**src/rtl/keyed_dup_pkg.sv**
```systemverilog
// Shared state-encoding scheme and decode helpers for the keyed duplicated-state controllers.
// Codes: IDLE=0, Gi=1+i, Di=1+NKEY+i (D0 never used), FIN=1+2*NKEY, DFIN=2+2*NKEY.
package keyed_dup_pkg;

    localparam int unsigned SW = 5;

    typedef logic [SW-1:0] state_t;

    typedef enum logic [2:0] {
        K_IDLE,
        K_GEN,
        K_DEC,
        K_FIN,
        K_DFIN,
        K_ILL
    } kind_e;

    function automatic state_t st_idle();
        return '0;
    endfunction

    function automatic state_t st_gen(input int unsigned i);
        return SW'(1 + i);
    endfunction

    function automatic state_t st_dec(input int unsigned nkey, input int unsigned i);
        return SW'(1 + nkey + i);
    endfunction

    function automatic state_t st_fin(input int unsigned nkey);
        return SW'(1 + 2 * nkey);
    endfunction

    function automatic state_t st_dfin(input int unsigned nkey);
        return SW'(2 + 2 * nkey);
    endfunction

    function automatic kind_e state_kind(input state_t s, input int unsigned nkey);
        int unsigned v;
        v = 32'(s);
        if (v == 0)                               return K_IDLE;
        else if (v <= nkey)                       return K_GEN;
        else if (v >= nkey + 2 && v <= 2 * nkey)  return K_DEC;
        else if (v == 2 * nkey + 1)               return K_FIN;
        else if (v == 2 * nkey + 2)               return K_DFIN;
        else                                      return K_ILL;
    endfunction

    function automatic logic [2:0] state_idx(input state_t s, input int unsigned nkey);
        int unsigned v;
        v = 32'(s);
        case (state_kind(s, nkey))
            K_GEN:   return 3'(v - 1);
            K_DEC:   return 3'(v - 1 - nkey);
            default: return '0;
        endcase
    endfunction

    function automatic logic [3:0] stage_of(input state_t s, input int unsigned nkey);
        case (state_kind(s, nkey))
            K_GEN, K_DEC:  return 4'(state_idx(s, nkey)) + 4'd1;
            K_FIN, K_DFIN: return 4'(nkey + 1);
            default:       return '0;
        endcase
    endfunction

endpackage

```
**src/rtl/keyed_dup_seq_sat_cnt.sv**
```systemverilog
// CW-bit saturating up-counter with synchronous clear; exposes the value it takes at the next edge.
module sat_cnt #(
    parameter int unsigned CW = 8
) (
    input  logic          clk,
    input  logic          i_rst_n,
    input  logic          i_clr,
    input  logic          i_en,
    output logic [CW-1:0] o_cnt_nxt
);

    logic [CW-1:0] r_cnt;

    always_comb begin
        o_cnt_nxt = r_cnt;
        if (i_clr)
            o_cnt_nxt = '0;
        else if (i_en && (r_cnt != '1))
            o_cnt_nxt = r_cnt + CW'(1);
    end

    always_ff @(posedge clk or negedge i_rst_n) begin
        if (!i_rst_n)
            r_cnt <= '0;
        else
            r_cnt <= o_cnt_nxt;
    end

endmodule

```
**src/rtl/keyed_dup_seq.sv**
```systemverilog
// N-key sequencing controller with decoy twin chain; a wrong key bit silently masks the run length.
module keyed_dup_seq
    import keyed_dup_pkg::*;
#(
    parameter int unsigned          NKEY        = 4,
    parameter logic [NKEY-1:0]      CORRECT_KEY = 4'b1010,
    parameter int unsigned          CW          = 8,
    parameter logic [CW-1:0]        DECOY_MASK  = 8'hA5
) (
    input  logic                        clk,
    input  logic                        rst,
    input  logic                        start,
    input  logic                        adv,
    input  logic                        abort,
    input  logic [NKEY-1:0]             keyinput,
    output logic [$clog2(NKEY+2)-1:0]   stage,
    output logic                        busy,
    output logic                        done,
    output logic [CW-1:0]               result
);

    localparam int unsigned SGW = $clog2(NKEY + 2);

    state_t          r_state;
    state_t          w_next;
    kind_e           w_cur_kind;
    kind_e           w_nxt_kind;
    logic [2:0]      w_cur_idx;
    logic            w_key_ok;
    logic            w_last;
    logic            w_cnt_clr;
    logic            w_cnt_en;
    logic [CW-1:0]   w_cnt_nxt;
    logic [SGW-1:0]  r_stage;
    logic            r_busy;
    logic            r_done;
    logic [CW-1:0]   r_result;

    sat_cnt #(.CW(CW)) u_cnt (
        .clk       (clk),
        .i_rst_n   (rst),
        .i_clr     (w_cnt_clr),
        .i_en      (w_cnt_en),
        .o_cnt_nxt (w_cnt_nxt)
    );

    always_comb begin
        w_cur_kind = state_kind(r_state, NKEY);
        w_cur_idx  = state_idx(r_state, NKEY);
        w_key_ok   = 1'b0;
        for (int unsigned i = 0; i < NKEY; i++)
            if (32'(w_cur_idx) == i)
                w_key_ok = (keyinput[i] == CORRECT_KEY[i]);
        w_last     = (32'(w_cur_idx) == NKEY - 1);
        w_next     = st_idle();
        w_cnt_clr  = 1'b0;
        w_cnt_en   = 1'b0;
        case (w_cur_kind)
            K_IDLE: begin
                if (start) begin
                    w_next    = st_gen(0);
                    w_cnt_clr = 1'b1;
                end
            end
            K_GEN, K_DEC: begin
                w_cnt_en = 1'b1;
                if (abort)
                    w_next = st_idle();
                else if (adv) begin
                    // Decoy states never re-check the key, so once diverted the run stays masked.
                    if (w_cur_kind == K_GEN && w_key_ok)
                        w_next = w_last ? st_fin(NKEY) : st_gen(32'(w_cur_idx) + 1);
                    else
                        w_next = w_last ? st_dfin(NKEY) : st_dec(NKEY, 32'(w_cur_idx) + 1);
                end else
                    w_next = r_state;
            end
            default: w_next = st_idle();
        endcase
        w_nxt_kind = state_kind(w_next, NKEY);
    end

    // Outputs are decoded from the next state and registered alongside it.
    always_ff @(posedge clk or negedge rst) begin
        if (!rst) begin
            r_state  <= st_idle();
            r_stage  <= '0;
            r_busy   <= 1'b0;
            r_done   <= 1'b0;
            r_result <= '0;
        end else begin
            r_state <= w_next;
            r_stage <= SGW'(stage_of(w_next, NKEY));
            r_busy  <= (w_nxt_kind == K_GEN) || (w_nxt_kind == K_DEC);
            r_done  <= (w_nxt_kind == K_FIN) || (w_nxt_kind == K_DFIN);
            if (w_nxt_kind == K_FIN)
                r_result <= w_cnt_nxt;
            else if (w_nxt_kind == K_DFIN)
                r_result <= w_cnt_nxt ^ DECOY_MASK;
        end
    end

    assign stage  = r_stage;
    assign busy   = r_busy;
    assign done   = r_done;
    assign result = r_result;

endmodule

```
**config.mk**
```make
export PLATFORM = sky130hd
export DESIGN_NAME = keyed_dup_seq
export DESIGN_NICKNAME = d
export VERILOG_FILES = /design/src/rtl/keyed_dup_pkg.sv /design/src/rtl/keyed_dup_seq_sat_cnt.sv /design/src/rtl/keyed_dup_seq.sv
export SDC_FILE = /design/constraint.sdc
export NUM_CORES = 1
export LEC_CHECK = 0
export ABC_AREA = 1
export BUFFER_PORTS_ARGS = -buffer_cell sky130_fd_sc_hd__buf_2
export CORE_MARGIN = 2
export CORE_UTILIZATION = 53
export DETAILED_ROUTE_END_ITERATION = 12
export HOLD_SLACK_MARGIN = 0.05
export PLACE_DENSITY = 0.76
export RECOVER_POWER = 100
export SYNTH_ARGS = -nofsm -noshare
export SYNTH_HDL_FRONTEND = slang
export SYNTH_HIERARCHICAL = 1
export SYNTH_SLANG_ARGS = --single-unit
```
**constraint.sdc**
```tcl
create_clock -name clk -period 3.4 [get_ports clk]
set_input_delay 0 -clock clk [delete_from_list [all_inputs] [get_ports clk]]
set_output_delay 0 -clock clk [all_outputs]
set_load 0.01 [all_outputs]
```
* After elaboration in Yosys (flattened, before gate mapping) *
Cells that the tools add are included.

word-level totals
  register bits after elaboration = 26
  input port bits = 9
  output and inout bits = 13
  logic and storage cells = 87

operators by class
  add/subtract/negate cells = 9
  $lt $le $gt $ge = 6
  equality and inequality tests = 16
  mux-type cells = 33
  bitwise logic cells = 3
  reductions and logical operators = 14

operators with widths
  operator               count
  $mux W8                4
  $mux W3                10
  $mux W5                5
  $eq A5 B4 Y1 const B   4
  $eq A3 B2 Y1 const B   6
  $pmux W3 S2            3
  $eq A3 B1 Y1 const B   4
  $ge A5 B3 Y1 const B   2
  $le A5 B3 Y1 const B   2
  $le A5 B4 Y1 const B   2
  $logic_not A5 Y1       2
  $mux W1                10
  $pmux W5 S2            1
  $add A8 B1 Y8 const B  1
  $ne A8 B8 Y1 const B   1
  $logic_not A3 Y1       2
  $reduce_or A2 Y1       3
  $sub A3 B1 Y3 const B  2
  $sub A3 B3 Y3 const B  2
  $add A1 B5 Y5 const A  1
  $add A3 B4 Y5 const A  1
  $add A3 B1 Y4 const B  1
  $logic_and A1 B1 Y1    4
  $not A4 Y4             1
  5 further kinds        7

* Depth between registers and ports, before layout *
  depth in word-level cells = 32
  mapped depth = 32
  mapped depth without buffers = 32

* Modules after synthesis *
The synthesis kept the hierarchy.

by module, submodules not included
  module         times used  cells an instance  area an instance (µm²)
  keyed_dup_seq  1           203                1,508.9
  sat_cnt        1           68                 508.0

* Worst setup path after synthesis *
Ideal clock, no wire load.

  kind = reg-to-reg
  start point = register r_state[0]
  end point = register r_stage[2], in the netlist stage[2]
  library setup time = 0.118 ns
  arrival time = 3.396 ns
  required time = 3.282 ns
  setup slack = -0.113 ns
  stages on the path, launching flop included = 29
  path buffers = 0
  cell sequence = dfrtp_1 inv_1 ha_1 nand3_1 nand2_2 nand2_2 nand2_1 inv_1 ha_1 ha_1 inv_1 nor2_1 inv_1 nand2_1 nand3_1 nand3_1 nand2_1 nand2_2 nor2_1 nand3_2 nand3_1 nand2_1 nor2_1 nor2_2 nor2_1 ha_1 nand3_1 nand3_1 nand2_1

on the way
  cells in the longest elaborated chain, start to end = 30

ends and longest elaborated chain
  what                                                                   RTL line             text
  start, declared                                                        keyed_dup_seq.sv:24  state_t r_state;
  start signal, assigned                                                 keyed_dup_seq.sv:86  r_state <= st_idle();
  start signal, assigned                                                 keyed_dup_seq.sv:92  r_state <= w_next;
  parallel branches: the longest is 17 deep, another holds $ge A5 B3 Y1  n/a
  $pmux W5 S2 (*)                                                        keyed_dup_seq.sv:58  case (w_cur_kind)
  parallel branches: the longest is 11 deep, another holds $ge A5 B3 Y1  n/a
  $pmux W3 S2 (*)                                                        keyed_dup_pkg.sv:60  case (state_kind(s, nkey))
  end signal, assigned                                                   keyed_dup_seq.sv:93  r_stage <= SGW'(stage_of(w_next, NKEY));
  end, declared                                                          keyed_dup_seq.sv:34  logic [SGW-1:0] r_stage;

Every way passes the cells marked *. The select of a mux whose other input is x is not followed.
A chain may end at the register's enable or synchronous reset.

* Worst setup path after layout *
  start point = register r_state[1]
  end point = register r_stage[2], in the netlist stage[2]

The elaborated chain is that of the path after synthesis.

==> results.py <==
metrics = {
    "final_layout": {
        "stdcell_area_um2": 2810,
        "antenna_cells": 0,
        "instances_no_fill": 376,
        "layout.nets": 351,
        "drive_gt1_share_pct": 40.5,
        "area_growth_pct": 39.4,
    },
    "floorplanning": {
        "dieHeight_um": 65.7,
        "start_util_pct": 55.1,
        "die_w_um": 65.7,
        "die_area_um2": 4320,
        "io_pins": 22,
        "core_region_area_um2": 3660,
        "rows": 22,
    },
    "critical_path": {
        "crit_fanout": 5,
        "critPathCaptureType": "flop",
        "cpMostUsedCell": "nand2_1",
        "crit_type": "flop to flop",
        "cp_data_required_time_ns": 3.58,
        "cp_slowest_cell": "dfrtp_1",
        "crit_arrival_ns": 3.80,
        "start_kind": "flop",
        "slowest_delay_ns": 0.38,
    },
    "detailed_routing": {
        "drc_errors": 0,
        "vias_per_cell": 5.38,
        "drtIter0Drc": 128,
        "dr_total_vias": 2024,
        "wirelength_um": 6040,
        "firstDrtPassIters": 5,
        "antenna_left": 0,
        "avgRoutedWirePerCell_um": 16.1,
    },
    "yosys": {
        "yosysTopAreaCell": "dfrtp_1",
        "netlist_area_um2": 2020,
        "synth_area_per_cell_um2": 7.44,
        "synth.ff_latch_count": 26,
        "synth_area_leaders": "dfrtp_1, nand2_1, ha_1",
        "synth_commonest_cells": "nand2_1, inv_1, dfrtp_1, nand3_1, nor2_1",
        "synth_top_flop_cell": "dfrtp_1",
        "synth_top_area_share_pct": 32.3,
        "yosys_warnings": 6,
        "synth_nets": 293,
        "async_flop_share_pct": 100,
        "yosysUniqueCellTypes": 31,
        "synth-edff-count": 0,
        "yosysMostFrequentCell": "nand2_1",
        "synth_cells": 271,
        "seq_area_frac_synth_pct": 32.3,
    },
    "grt": {
        "grt_max_degree": 27,
        "grt_antenna_before_repair": 0,
        "grtUsageTotal_pct": 22.4,
        "first_global_vias": 1709,
        "grt_pass1_wl_um": 7400,
        "overflow": 0,
    },
    "clocking": {
        "htreeDepth": 1,
        "cts_tree": "yes",
        "cts_sinks": 26,
        "clk_pin_slew_ns": 0.09,
        "cts_buffer_depth": 2,
        "insertion_delay_ns": 0.28,
        "clock-root-buffer": "clkbuf_8",
        "cts_buffers": 3,
    },
    "timing": {
        "fin_worst_skew_ns": 0.00867,
        "fmax_mhz": 276,
        "relSlewSlack_pct": 6.27,
        "finalHoldViolCount": 0,
        "worstMarginPinSlew_ns": 1.41,
        "min_period_ns": 3.63,
        "setup_viol": 12,
        "timing.final.crit_share_pct": 107,
        "grt_setup_unrepaired": "yes",
        "worst_slack_ns": -0.228,
        "maxSlewViolCount": 0,
        "hold_ws_ns": 0.138,
    },
    "placement": {
        "pre_cts_slack_ns": -0.0986,
        "hpwl_um": 3310,
        "portBuffers": 21,
        "gp_congestion": 0.892,
        "placed_cell_area_um2": 2310,
        "dpl.cell_count": 356,
    },
    "min_path": {
        "hold_class": "primary input to flop",
    },
    "run_status": {
        "status": "complete, but fails checks",
        "violations": "negative setup slack",
    },
    "flow_run": {
        "max_cap_violations": 0,
    },
}
-- registers in the layout, summed over array words and instances (netlist names) --
register / cells
busy: 1
u_cnt/r_cnt: 8
r_state: 5
done: 1
result: 8
stage: 3
-- per-layer routing --
layer / track usage [%] / vias to the layer above / wire length, um
met2: 40.5 / 70 / 3110
met4: 7.03 / 0 / 245
met5: 0 / - / 0
met3: 3.08 / 19 / 232
li1: - / 975 / -
met1: 27.1 / 960 / 2460
-- logic make-up (layout without fill, tap and decap cells) --
kind of cell               count (synthesis)  in the layout  share of synthesized area, %
xor gates and xnor gates                   6              6                          2.61
DFF                                       26             26                          32.3
buffers and inverters                     49            106                          9.80
and+or+nand+nor                          149            149                          37.7
AOI/OAI and AO/OA                         28             28                          9.62
adders and majority gates                 13             13                          8.06
-- critical path: cells and delay by family, from the launching register on --
kind / cells / cell delay, ns
DFF: 1 / 0.38
and+or+nand+nor: 16 / 1.59
AOI/OAI and AO/OA: 1 / 0.19
adders and majority gates: 5 / 0.90
buffers and inverters: 5 / 0.45
-- through the flow --
| step | util [%] | TNS [ns] |
|---|---|---|
| after floorplan | - | 0 |
| after global placement | 63.2 | 0 |
| after detailed placement | 63.2 | -0.130 |
| after CTS | 68.0 | 0 |
| after global routing | 76.8 | -4.79 |
| final | 76.8 | -2.17 |
-- layout by cell type (no fill, tap or decap), types with 2 or more instances in the layout --
cell,instances
inv_4,2
buf_2,7
o21ai_1,2
nor2_2,5
nand3_1,16
nor2_1,14
inv_1,34
nand2_4,12
nand3_4,3
ha_1,5
xnor2_1,5
o21ai_0,2
buf_4,31
a21oi_1,12
clkbuf_8,3
dlygate4sd3_1,2
clkbuf_1,14
nand3_2,12
a21oi_4,2
nand2_2,15
nor2_4,10
ha_4,7
inv_2,10
a21oi_2,2
dfrtp_1,26
nand2_1,51
nand3b_1,4
nand4_1,5
o21ai_2,4
-- what timing repair did --
item / 4_1_cts / 5_1_grt
setup endpoints to repair: 4 / 12
gates resized for setup: 16 / 61
hold endpoints to repair: 28 / 0
pin swaps: 8 / 34
hold buffers: 2 / 0
buffers inserted: 3 / 11
cloned: 0 / 0
-- final timing paths --
path                             from  slack [ns]  cells after the start    endpoint
max                        r_state[1]       -0.23                     27    stage[2]
min                             start        0.14                      3  r_state[0]
max reg2reg                r_state[1]       -0.23                     27    stage[2]
min reg2reg                 result[3]        0.48                      2   result[3]
max in group asynchronous         rst        2.00                      2  r_state[2]
min in group asynchronous         rst        0.57                      2   result[6]
-- cell type report --
class / instances / area (um2)
multi-input cells: 196 / 1480
fillers: 245 / 850
flip-flops and latches: 26 / 651
repair buffers: 55 / 352
inverters: 47 / 194
well taps: 48 / 60.1
clock buffers: 3 / 41.3
clock inverters: 1 / 30.0
Power is left out: the tool's default activity adds up to more than one toggle a clock period on the data nets, which glitch-free logic cannot reach.
